--- src/rtl/vld_rdy_buf_1w4r.sv ---
// Narrow-to-wide valid/ready gather buffer: packs NUM_LANES beats (lane 0 first) into one wide word.
// Optional early-completion with lane keep mask when VLD_RDY_BUF_1W4R_FLUSH_EN is defined.
module vld_rdy_buf_1w4r #(
    parameter int unsigned DATA_WIDTH = 32,
    parameter int unsigned NUM_LANES  = 4,
    parameter int unsigned CNT_WIDTH  = $clog2(NUM_LANES)
) (
    input  logic                                clk,
    input  logic                                rstn,
    input  logic                                slave_valid,
    output logic                                slave_ready,
    input  logic [DATA_WIDTH-1:0]               data_in,
    output logic                                master_valid,
    input  logic                                master_ready,
    output logic [DATA_WIDTH*NUM_LANES-1:0]     data_out
`ifdef VLD_RDY_BUF_1W4R_FLUSH_EN
    ,
    input  logic                                slave_last,
    output logic [NUM_LANES-1:0]                master_keep
`endif
);

    localparam int unsigned OUT_WIDTH = DATA_WIDTH * NUM_LANES;
    localparam int unsigned ASM_WIDTH = DATA_WIDTH * (NUM_LANES - 1);
    localparam logic [CNT_WIDTH-1:0] LAST_IDX = CNT_WIDTH'(NUM_LANES - 1);

    logic [ASM_WIDTH-1:0] asm_q, asm_d;
    logic [CNT_WIDTH-1:0] lane_idx_q, lane_idx_d;
    logic [OUT_WIDTH-1:0] out_q, out_d;
    logic                 out_vld_q, out_vld_d;

    logic                 last_c;
    logic                 at_last;
    logic                 wr_en;
    logic                 rd_en;
    logic                 emit;
    logic [OUT_WIDTH-1:0] asm_full;
    logic [OUT_WIDTH-1:0] word_c;

`ifdef VLD_RDY_BUF_1W4R_FLUSH_EN
    assign last_c = slave_last;
`else
    assign last_c = 1'b0;
`endif

    // Only a word-completing beat can stall, and only while the held word is not draining.
    assign at_last     = (lane_idx_q == LAST_IDX);
    assign slave_ready = (~at_last & ~last_c) | ~out_vld_q | master_ready;
    assign wr_en       = slave_valid & slave_ready;
    assign rd_en       = out_vld_q & master_ready;
    assign emit        = wr_en & (at_last | last_c);

    assign master_valid = out_vld_q;
    assign data_out     = out_q;

    // Completed word: earlier lanes from the assembly register, current beat at lane_idx, rest zero.
    always_comb begin
        asm_full = {DATA_WIDTH'(0), asm_q};
        word_c   = '0;
        for (int unsigned i = 0; i < NUM_LANES; i++) begin
            if (CNT_WIDTH'(i) == lane_idx_q) begin
                word_c[i*DATA_WIDTH +: DATA_WIDTH] = data_in;
            end else if (CNT_WIDTH'(i) < lane_idx_q) begin
                word_c[i*DATA_WIDTH +: DATA_WIDTH] = asm_full[i*DATA_WIDTH +: DATA_WIDTH];
            end
        end
    end

    always_comb begin
        asm_d      = asm_q;
        lane_idx_d = lane_idx_q;
        out_d      = out_q;
        out_vld_d  = out_vld_q;
        if (rd_en) begin
            out_vld_d = 1'b0;
        end
        if (wr_en) begin
            if (emit) begin
                out_d      = word_c;
                out_vld_d  = 1'b1;
                lane_idx_d = '0;
`ifdef VLD_RDY_BUF_1W4R_FLUSH_EN
                asm_d      = '0;
`endif
            end else begin
                for (int unsigned i = 0; i < NUM_LANES - 1; i++) begin
                    if (CNT_WIDTH'(i) == lane_idx_q) begin
                        asm_d[i*DATA_WIDTH +: DATA_WIDTH] = data_in;
                    end
                end
                lane_idx_d = lane_idx_q + CNT_WIDTH'(1);
            end
        end
    end

    always_ff @(posedge clk) begin
        if (!rstn) begin
            asm_q      <= '0;
            lane_idx_q <= '0;
            out_q      <= '0;
            out_vld_q  <= 1'b0;
        end else begin
            asm_q      <= asm_d;
            lane_idx_q <= lane_idx_d;
            out_q      <= out_d;
            out_vld_q  <= out_vld_d;
        end
    end

`ifdef VLD_RDY_BUF_1W4R_FLUSH_EN
    logic [NUM_LANES-1:0] keep_q, keep_d;

    // Lanes 0..lane_idx of the completing word carry data.
    always_comb begin
        keep_d = keep_q;
        if (emit) begin
            for (int unsigned i = 0; i < NUM_LANES; i++) begin
                keep_d[i] = (CNT_WIDTH'(i) <= lane_idx_q);
            end
        end
    end

    always_ff @(posedge clk) begin
        if (!rstn) begin
            keep_q <= '0;
        end else begin
            keep_q <= keep_d;
        end
    end

    assign master_keep = keep_q;
`endif

endmodule

--- config.mk ---
export PLATFORM = sky130hd
export DESIGN_NAME = vld_rdy_buf_1w4r
export DESIGN_NICKNAME = d
export VERILOG_FILES = /design/src/rtl/vld_rdy_buf_1w4r.sv
export SDC_FILE = /design/constraint.sdc
export NUM_CORES = 1
export LEC_CHECK = 0
export CAP_MARGIN = 20
export CORE_ASPECT_RATIO = 0.6
export CORE_MARGIN = 4
export CORE_UTILIZATION = 53
export DETAILED_ROUTE_END_ITERATION = 6
export PLACE_DENSITY = 0.83
export RECOVER_POWER = 100
export SLEW_MARGIN = 20
export SYNTH_ARGS = -nofsm -noshare
export SYNTH_HDL_FRONTEND = slang
export SYNTH_SLANG_ARGS = --single-unit
--- constraint.sdc ---
create_clock -name clk -period 2.68 [get_ports clk]
set_input_delay 0.536 -clock clk [delete_from_list [all_inputs] [get_ports clk]]
set_output_delay 0.536 -clock clk [all_outputs]
set_load 0.01 [all_outputs]
==> impl_metrics.tcl <==
set metrics [dict create \
    run_status "completed" \
    grt_first_pass_wirelength_um 43300 \
    grt_max_degree 75 \
    worstReg2RegEnd "asm_q[19]" \
    place_hpwl_um 17600 \
    unrepaired_setup_endpoints_after_global_routing "false" \
    layout-area-overhead-vs-synth_pct 25.2 \
    setup-tns-final_ps 0 \
    synth_edf_count 0 \
    cts-root-buf "clkbuf_16" \
    via_count_of_the_first_global_routing_pass 7776 \
    final.setup_skew_ps 5.96 \
    cts.clk_slew.worst_paths_ps 60 \
    route.vias.total 8417 \
    ff2ff_path_depth 8 \
    syn-num-nets 1110 \
    post-place-cells 1392 \
    total_setup_buffers_inserted_after_cts 0 \
    p_leak_uw 0.00428 \
    final_setup_violation_count 0 \
    cts_tree "yes" \
    yosysSeqAreaShare_pct 48.4 \
    critical_path.startpoint_type "input port" \
    dp_slack_ps 234 \
    data_required_critical_path_ps 2140 \
    wl_um 27000 \
    groute.layer.met3.usage_pct 5.64 \
    synth_largest_type_area_fraction_pct 48.4 \
    finalWeightedCongestion 0.799 \
    postCtsHoldBufs 0 \
    final_antenna_net_count 0 \
    die_outline_width_um 180 \
    critical_path.endpoint_type "output pin" \
    globalRouteOverflowTotal 0 \
    hold_path.startpoint "asm_q[80]" \
    post_synth_main_area_contributors "dfxtp_1 (48%), a21oi_1 (12%), nand2_1 (9.1%)" \
    worst_pin_slew_ps 1090 \
    cts_htree_levels 1 \
    detailedRoute.firstIterationViolations 959 \
    start_util_pct 54.4 \
    antenna_violations_before_repair 1 \
    slew_headroom_pct 27.4 \
    port_buffers 165 \
    tritoncts.num_buffers 21 \
    final-instance-count-excl-fill 1426 \
    drcViolationCount 0 \
    timing.final.max_slew_violations 0 \
    whs_endpoint "asm_q[80]" \
    holdPathStages 2 \
    timing.final.ws_setup_ps 214 \
    core_um2 17300 \
    achievable-frequency_ghz 0.406 \
    worst_r2r_startpoint "lane_idx_q[1]" \
    via_per_inst 5.90 \
    timing_worst_setup_path_type "input port to output pin" \
    cts_resized 0 \
    fp.dieH_um 111 \
    synth-async-reset-ratio_pct 0 \
    layout_min_cycle_time_ps 2470 \
    drive_gt1_share_pct 7.47 \
    hold_path.class "flop to flop" \
    first_pass_iters 5 \
    layout.nets 1221 \
    postSynthRegisterBits 227 \
    synthesis.area_um2 9390 \
    filler_cell_count 1343 \
    clk_path_buf_depth 3 \
    layout_worst_path_cycle_share_pct 92.0 \
    netlist-cell-type-count 30 \
    finalPower_uw 7200 \
    die_area_um2 20000 \
    num_antenna_cells 0 \
    global_route_usage_over_all_layers_pct 26.2 \
    path_max_fanout 4 \
    yosysWarningCount 0 \
    synth_top_area_cell "dfxtp_1" \
    power_density_nw_per_um2 613 \
    globalRouteMet2Util_pct 37.7 \
    post_synth.cell_area_avg_um2 8.78 \
    cp.arrival_ps 1930 \
    tritoncts_num_sinks 227 \
    cap_violations 0 \
    grt_util_met1_pct 40.7 \
    dominantRegCellSynth "dfxtp_1" \
    final_hold_viol_count 0 \
    reg2reg_slack_ps 260 \
    grt_busiest_layer "met1" \
    detail_route.wl_per_cell_um 19.0 \
    netlist_instances 1070 \
    floorplan.rows 37 \
    io-pin-count 166 \
    peakVddDrop_mv 0.390 \
    clock_latency_ps 490 \
]
-- routing by layer --
metal | vias up | share of wire [%]
met5 | - | 0.044
met4 | 2 | 1.1
met3 | 30 | 9.7
met2 | 343 | 42
met1 | 4050 | 47
li1 | 3992 | -
-- final cells by class --
class / count / area (µm²) / share of cell area, %
Timing Repair Buffer: 200 / 2030 / 17.3
Tap cell: 234 / 293 / 2.49
Sequential cell: 227 / 4540 / 38.7
Clock buffer: 32 / 647 / 5.50
Inverter: 3 / 16.3 / 0.138
Clock inverter: 2 / 10.0 / 0.0852
Multi-Input combinational cell: 728 / 4210 / 35.8
-- registers in the layout (all words and copies together) (netlist names) --
name          flops
asm_q            96
master_valid      1
data_out        128
lane_idx_q        2
-- critical path, cell delays in order --
cell and delay [ps]:
dlygate4sd3_1 570, nor2b_2 260, nand2_1 80, clkdlybuf4s50_1 480
-- report_power, final --
| group | leakage (µW) | switching [µW] | internal, µW |
|---|---|---|---|
| combinational | 0.00211 | 476 | 308 |
| sequential | 0.00184 | 56.4 | 3480 |
| clock | 0.000328 | 1230 | 1650 |
-- cells in the mapped netlist, types with 3 or more instances --
cell	n
a21oi_2	10
nand3b_1	34
nand2_1	228
ha_1	4
buf_1	4
mux2i_1	65
a311oi_1	22
a311oi_2	10
buf_2	41
clkbuf_1	45
dfxtp_1	227
a211oi_1	64
o21ai_0	30
nand3_1	32
a21oi_1	216
buf_6	16
o21ai_1	3
buf_4	3
-- per-stage QoR --
stage / util (%) / hold WS [ps] / cell area [µm²]
after floorplan: - / 436 / 9390
after global placement: 64.6 / 440 / 11200
after detailed placement: 64.6 / 446 / 11200
after CTS: 68.4 / 455 / 11800
after global routing: 68.1 / 471 / 11800
final: 68.1 / 452 / 11800
-- cells in the final DEF, fill, tap and decap left out, types with 2 or more instances in the layout --
master and instances:
nand2_1 228, nand3b_1 34, a211oi_1 64, a311oi_2 9, clkbuf_8 8, nand3_1 32
clkbuf_1 3, and3b_1 2, buf_12 11, dlygate4sd3_1 130, dfxtp_1 227, buf_4 17
o21ai_1 3, clkinv_2 2, inv_1 2, a21oi_2 9, clkdlybuf4s50_1 35, ha_1 3
clkbuf_16 21, mux2i_1 65, o21ai_0 30, a311oi_1 23, clkbuf_2 6, a21oi_1 217
-- worst max path at each step --
stage,from,endpoint,slack (ps),cells after the start
global placement,slave_valid,data_out[40],260,5
detailed placement,slave_valid,data_out[47],230,5
floorplan,lane_idx_q[1],asm_q[0],810,9
global route,lane_idx_q[1],asm_q[18],100,8
finish,master_ready,slave_ready,210,4
CTS,lane_idx_q[0],slave_ready,230,4
-- cell families after synthesis --
| group | Yosys count | synth area share (%) |
|---|---|---|
| simple gates | 303 | 14.3 |
| compound gates | 356 | 23.0 |
| flops | 227 | 48.4 |
| fa+ha+maj | 4 | 0.533 |
| mux | 65 | 6.93 |
| buf+inv | 115 | 6.79 |
Note: power is estimated with default switching activity, not from simulation.
